$ cat config.mk
export PLATFORM = sky130hd
export DESIGN_NAME = rgb_led_sequencer_flat
export DESIGN_NICKNAME = d
export VERILOG_FILES = /design/src/rtl/rgb_led_sequencer_if.sv /design/src/rtl/rgb_led_sequencer.sv /design/src/flat_wrapper.sv
export SDC_FILE = /design/constraint.sdc
export NUM_CORES = 1
export LEC_CHECK = 0
export ABC_AREA = 1
export ABC_CLOCK_PERIOD_IN_PS = 4010
export CAP_MARGIN = 20
export CORE_MARGIN = 2
export CORE_UTILIZATION = 63
export CTS_CLUSTER_DIAMETER = 50
export DETAILED_ROUTE_END_ITERATION = 8
export HOLD_SLACK_MARGIN = 0.05
export PLACE_DENSITY = 0.86
export SYNTH_ARGS = -nofsm -noshare
export SYNTH_HDL_FRONTEND = slang
export SYNTH_SLANG_ARGS = --single-unit
$ cat constraint.sdc
create_clock -name clk -period 4.01 [get_ports clk]
set_input_delay 0.802 -clock clk [delete_from_list [all_inputs] [get_ports clk]]
set_output_delay 0.802 -clock clk [all_outputs]
set_load 0.1 [all_outputs]
$ cat src/rtl/rgb_led_sequencer_if.sv
// rgb_led_sequencer_if: control and LED bundle of the RGB LED sequencer.
// master drives enable/clear/mode/brightness; slave drives count/wrap/led_*.
interface rgb_led_sequencer_if #(
  parameter int NUM_LEDS = 4,
  parameter int PWM_BITS = 4
);
  localparam int W = 3 * NUM_LEDS;

  logic                enable;
  logic                clear;
  logic [1:0]          mode;
  logic [PWM_BITS-1:0] brightness;
  logic [W-1:0]        count;
  logic                wrap;
  logic [NUM_LEDS-1:0] led_r;
  logic [NUM_LEDS-1:0] led_g;
  logic [NUM_LEDS-1:0] led_b;

  modport master (
    output enable,
    output clear,
    output mode,
    output brightness,
    input  count,
    input  wrap,
    input  led_r,
    input  led_g,
    input  led_b
  );

  modport slave (
    input  enable,
    input  clear,
    input  mode,
    input  brightness,
    output count,
    output wrap,
    output led_r,
    output led_g,
    output led_b
  );
endinterface

$ cat src/rtl/rgb_led_sequencer.sv
// rgb_led_sequencer: prescaled up/down/bounce counter shown on RGB LEDs.
// Ports: clk, reset (async, active-low), bus (slave: controls in, count/wrap/leds out).
module rgb_led_sequencer #(
  parameter int NUM_LEDS = 4,
  parameter int PRESCALE = 25_000_000,
  parameter int PWM_BITS = 4
) (
  input  logic               clk,
  input  logic               reset,
  rgb_led_sequencer_if.slave bus
);
  localparam int W  = 3 * NUM_LEDS;
  localparam int PW = (PRESCALE > 1) ? $clog2(PRESCALE) : 1;
  localparam logic [PW-1:0] PRESC_MAX = PW'(PRESCALE - 1);
  localparam logic [W-1:0]  CNT_MAX   = '1;

  typedef enum logic {
    DIR_UP = 1'b0,
    DIR_DN = 1'b1
  } dir_e;

  logic [PW-1:0]       presc_q, presc_d;
  logic                tick;
  logic [W-1:0]        count_q, count_d;
  logic                wrap_q, wrap_d;
  dir_e                dir_q, dir_d;
  logic [PWM_BITS-1:0] pwm_cnt_q, pwm_cnt_d;
  logic                pwm_on;
  logic [NUM_LEDS-1:0] led_r_q, led_r_d;
  logic [NUM_LEDS-1:0] led_g_q, led_g_d;
  logic [NUM_LEDS-1:0] led_b_q, led_b_d;

  always_comb begin
    tick    = 1'b0;
    presc_d = presc_q + PW'(1);
    if (bus.clear || !bus.enable) begin
      presc_d = '0;
    end else if (presc_q == PRESC_MAX) begin
      presc_d = '0;
      tick    = 1'b1;
    end
  end

  always_comb begin
    count_d = count_q;
    wrap_d  = 1'b0;
    dir_d   = dir_q;
    // outside bounce the direction is parked at up
    if (bus.mode != 2'b11) dir_d = DIR_UP;
    if (bus.clear) begin
      count_d = '0;
      dir_d   = DIR_UP;
    end else if (tick) begin
      unique case (bus.mode)
        2'b01: begin
          if (count_q == CNT_MAX) begin
            count_d = '0;
            wrap_d  = 1'b1;
          end else begin
            count_d = count_q + W'(1);
          end
        end
        2'b10: begin
          if (count_q == '0) begin
            count_d = CNT_MAX;
            wrap_d  = 1'b1;
          end else begin
            count_d = count_q - W'(1);
          end
        end
        2'b11: begin
          if (dir_q == DIR_UP) begin
            if (count_q == CNT_MAX) begin
              count_d = CNT_MAX - W'(1);
              dir_d   = DIR_DN;
              wrap_d  = 1'b1;
            end else begin
              count_d = count_q + W'(1);
            end
          end else begin
            if (count_q == '0) begin
              count_d = W'(1);
              dir_d   = DIR_UP;
              wrap_d  = 1'b1;
            end else begin
              count_d = count_q - W'(1);
            end
          end
        end
        default: begin
        end
      endcase
    end
  end

  always_comb begin
    pwm_cnt_d = pwm_cnt_q + PWM_BITS'(1);
    // all-ones brightness must be fully on, not 15/16
    pwm_on    = (&bus.brightness) || (pwm_cnt_q < bus.brightness);
  end

  always_comb begin
    led_r_d = '0;
    led_g_d = '0;
    led_b_d = '0;
    for (int i = 0; i < NUM_LEDS; i++) begin
      led_r_d[i] = count_q[3*i+2] & pwm_on;
      led_g_d[i] = count_q[3*i+1] & pwm_on;
      led_b_d[i] = count_q[3*i]   & pwm_on;
    end
  end

  always_ff @(posedge clk or negedge reset) begin
    if (!reset) begin
      presc_q   <= '0;
      count_q   <= '0;
      wrap_q    <= 1'b0;
      dir_q     <= DIR_UP;
      pwm_cnt_q <= '0;
      led_r_q   <= '0;
      led_g_q   <= '0;
      led_b_q   <= '0;
    end else begin
      presc_q   <= presc_d;
      count_q   <= count_d;
      wrap_q    <= wrap_d;
      dir_q     <= dir_d;
      pwm_cnt_q <= pwm_cnt_d;
      led_r_q   <= led_r_d;
      led_g_q   <= led_g_d;
      led_b_q   <= led_b_d;
    end
  end

  assign bus.count = count_q;
  assign bus.wrap  = wrap_q;
  assign bus.led_r = led_r_q;
  assign bus.led_g = led_g_q;
  assign bus.led_b = led_b_q;
endmodule

$ cat src/flat_wrapper.sv
// flat-port wrapper written by rule: the top's interface ports become plain ports
module rgb_led_sequencer_flat 
#(
  parameter int NUM_LEDS = 4,
  parameter int PRESCALE = 25_000_000,
  parameter int PWM_BITS = 4
)
  (clk, reset, bus_enable, bus_clear, bus_mode, bus_brightness, bus_count, bus_wrap, bus_led_r, bus_led_g, bus_led_b);
  rgb_led_sequencer_if #(.NUM_LEDS(NUM_LEDS), .PWM_BITS(PWM_BITS)) bus_i ();
  input  logic clk;
  input  logic reset;
  input wire logic [$bits(bus_i.enable)-1:0] bus_enable;
  input wire logic [$bits(bus_i.clear)-1:0] bus_clear;
  input wire logic [$bits(bus_i.mode)-1:0] bus_mode;
  input wire logic [$bits(bus_i.brightness)-1:0] bus_brightness;
  output wire logic [$bits(bus_i.count)-1:0] bus_count;
  output wire logic [$bits(bus_i.wrap)-1:0] bus_wrap;
  output wire logic [$bits(bus_i.led_r)-1:0] bus_led_r;
  output wire logic [$bits(bus_i.led_g)-1:0] bus_led_g;
  output wire logic [$bits(bus_i.led_b)-1:0] bus_led_b;
  assign bus_i.enable = bus_enable;
  assign bus_i.clear = bus_clear;
  assign bus_i.mode = bus_mode;
  assign bus_i.brightness = bus_brightness;
  assign bus_count = bus_i.count;
  assign bus_wrap = bus_i.wrap;
  assign bus_led_r = bus_i.led_r;
  assign bus_led_g = bus_i.led_g;
  assign bus_led_b = bus_i.led_b;
  rgb_led_sequencer #(.NUM_LEDS(NUM_LEDS), .PRESCALE(PRESCALE), .PWM_BITS(PWM_BITS)) u_core (.clk(clk), .reset(reset), .bus(bus_i));
endmodule
==> metrics.yaml <==
status:
  status: "finished, final reports clean"
drt:
  dr_total_vias: 3823
  drc: 0
  drt_pass1_iterations: 5
  drt-total-wl_um: 9680
  ant_nets: 0
  drt_iter0_drc: 201
  viasPerCell: 5.57
  detail_route.wl_per_cell_um: 14.1
synth:
  yosysSeqAreaShare: 0.358
  syn_nets: 601
  syn_avg_cell_area_um2: 6.65
  synthDistinctLibCells: 33
  netlist_instances: 579
  ys_warn_count: 0
  syn_area_um2: 3850
  synth_top_area_share: 0.358
  ys_ff_latch: 55
  ys_top_cells_by_area: "dfrtp_1 (36%), nand2_1 (17%), nor2_1 (9.4%), nand3_1 (7.7%), inv_1 (5.8%)"
  synth_top_cell_by_area: "dfrtp_1"
grt:
  grt_overflow: 0
  antenna_found_initial: 0
  grt_pass1_vias: 3586
  grt_pass1_wl_um: 16000
  grt_start_max_net_pins: 35
  grt_usage: 0.307
critical_path:
  worst-path-buf-inv: 1
  worstSetupPathType: "flip-flop to primary output"
  crit_chain: "clkdlybuf4s50_1"
  max_stage_delay_ps: 1210
  crit_path_end_kind: "primary output"
  cpMaxStageDelayCell: "clkdlybuf4s50_1"
  critPathRequiredTime_ps: 3210
  path_delay_family: "buffers and inverters"
  crit_arrival_ps: 2100
  worst-path-max-fanout: 10
  start_kind: "flip-flop"
clock_tree:
  clock_latency_ps: 310
  cts_setup_buffers: 0
  cts-resized-gates: 0
  clkTransAtPathRegs_ps: 100
  numCtsBuffers: 5
  cts.htree.levels: 2
  tritoncts: "built"
  cts.sinks: 55
  ctsHoldBuffers: 0
  root_buffer: "clkbuf_8"
  cts_buffer_depth: 2
floorplanning:
  die_h_um: 82.2
  core-area_um2: 5920
  num_io_pins: 35
  die_w_um: 82.2
  start_util: 0.650
  die-area_um2: 6750
  placement_rows: 28
layout:
  final_common_cell: "nand2_1"
  final_cell_mix: "nand2_1 (174), nor2_1 (96), inv_1 (59), nand3_1 (59), dfrtp_1 (55)"
  finalInstanceArea_um2: 4300
  multiInputGateArea_um2: 2120
  fill_cells: 477
  drive_above_1_share: 0.0720
  nNetsFinal: 632
  diodes: 0
  final_cells: 686
  final-seq-area_um2: 1380
  area_growth_pct: 11.8
place:
  place_congestion: 0.979
  place_inst: 678
  place_area_um2: 4220
  hpwl_um: 7260
  numPortBuffers: 34
power_and_ir_drop:
  p_per_area_nw_per_um2: 217
  power.static_leakage_nw: 2.13
  vdd_ir_drop_max_mv: 0.161
flow_run:
  maxCapViolations: 0
min_path:
  min_path_type: "flip-flop to flip-flop"
sta:
  max-slew-margin-rel: 0.343
  finalHoldViolCount: 0
  slew_violations: 0
  worst_slew_pin_slew_ps: 983
  finClkSkew_ps: 4.15
  period_needed_ps: 2900
  finalSetupTns_ps: 0
  fin_crit_sh: 0.723
  rsz0062_at_grt: "no"
  fmax_ghz: 0.345
  finalSetupViolCount: 0
[final timing paths]
check | start | endpoint | slack (ps) | cells past startpoint
worst max-delay path | u_core.bus.count[4] | bus_count[4] | 1110 | 1
worst max register to register | u_core.presc_q[0] | u_core.bus.count[5] | 1880 | 10
worst min-delay path | u_core.pwm_cnt_q[0] | u_core.pwm_cnt_q[0] | 480 | 1
worst min register to register | u_core.pwm_cnt_q[0] | u_core.pwm_cnt_q[0] | 480 | 1
min in group asynchronous | reset | u_core.pwm_cnt_q[2] | 550 | 1
max in group asynchronous | reset | u_core.bus.count[3] | 2680 | 2
[stage by stage]
| stage | power, mW | util | hold WS (ps) | worst slack (ps) |
|---|---|---|---|---|
| 5_1_grt | 0.975 | 0.727 | 508 | 1050 |
| 3_3_place_gp | 0.638 | 0.712 | 459 | 1230 |
| 4_1_cts | 0.942 | 0.727 | 481 | 1100 |
| 2_1_floorplan | 0.608 | - | 437 | 1670 |
| 6_report | 0.935 | 0.727 | 480 | 1110 |
| 3_5_place_dp | 0.641 | 0.712 | 466 | 1110 |
[kinds of logic (layout without fill, tap and decap cells)]
| kind of cell | Yosys count | count (layout) | synth area share |
|---|---|---|---|
| buffers and inverters | 85 | 117 | 0.0907 |
| adder cells (fa/ha/maj) | 12 | 12 | 0.0390 |
| AND/OR/NAND/NOR | 379 | 379 | 0.433 |
| AO/OA/AOI/OAI | 35 | 35 | 0.0497 |
| flip-flops | 55 | 55 | 0.358 |
| XOR/XNOR | 13 | 13 | 0.0296 |
[cells in the mapped netlist]
| master | n |
|---|---|
| nand3_1 | 59 |
| inv_2 | 14 |
| nor2_2 | 8 |
| ha_1 | 12 |
| nand3_4 | 1 |
| nor2_4 | 3 |
| buf_2 | 6 |
| dfrtp_1 | 55 |
| nor2_1 | 96 |
| nor3_4 | 1 |
| nor4_1 | 1 |
| buf_4 | 2 |
| xnor2_1 | 3 |
| nor2_8 | 1 |
| nor3_1 | 18 |
| nor3b_1 | 3 |
| nand3_2 | 1 |
| a21oi_1 | 19 |
| nand2_2 | 3 |
| o21a_1 | 3 |
| nand4_1 | 7 |
| o21ai_0 | 7 |
| a22oi_1 | 1 |
| a31oi_1 | 2 |
| buf_6 | 2 |
| xor2_1 | 10 |
| a41oi_1 | 1 |
| o21ai_1 | 2 |
| nand2_1 | 174 |
| clkbuf_1 | 2 |
| inv_1 | 59 |
| nand2_4 | 2 |
| nand3b_1 | 1 |
[cell type report]
type,count,area share
clock buffer,6,0.0169
clock inverter,2,0.00291
inverter,73,0.0637
multi-input combinational,439,0.493
sequential,55,0.320
tap,75,0.0218
timing repair buffer,36,0.0814
[sequential cells by signal, indices dropped and copies added, names as in the netlist]
register and flops:
u_core.presc_q 25, u_core.bus.count 12, u_core.bus.led_b 4, u_core.bus.led_g 4, u_core.bus.led_r 4, u_core.pwm_cnt_q 4
u_core.bus.wrap 1, u_core.dir_q 1
[metal layers]
metal,global-route usage,vias up,share of wire
li1,-,1882,-
met1,0.380,1777,0.42
met2,0.545,144,0.50
met3,0.0380,20,0.060
met4,0.120,0,0.019
met5,0,-,0
[power breakdown]
group / internal [mW] / switching (mW)
Sequential: 0.555 / 0.00102
Clock: 0.123 / 0.183
Combinational: 0.0231 / 0.0506
Total: 0.701 / 0.234
(Power assumes the default switching activity.)
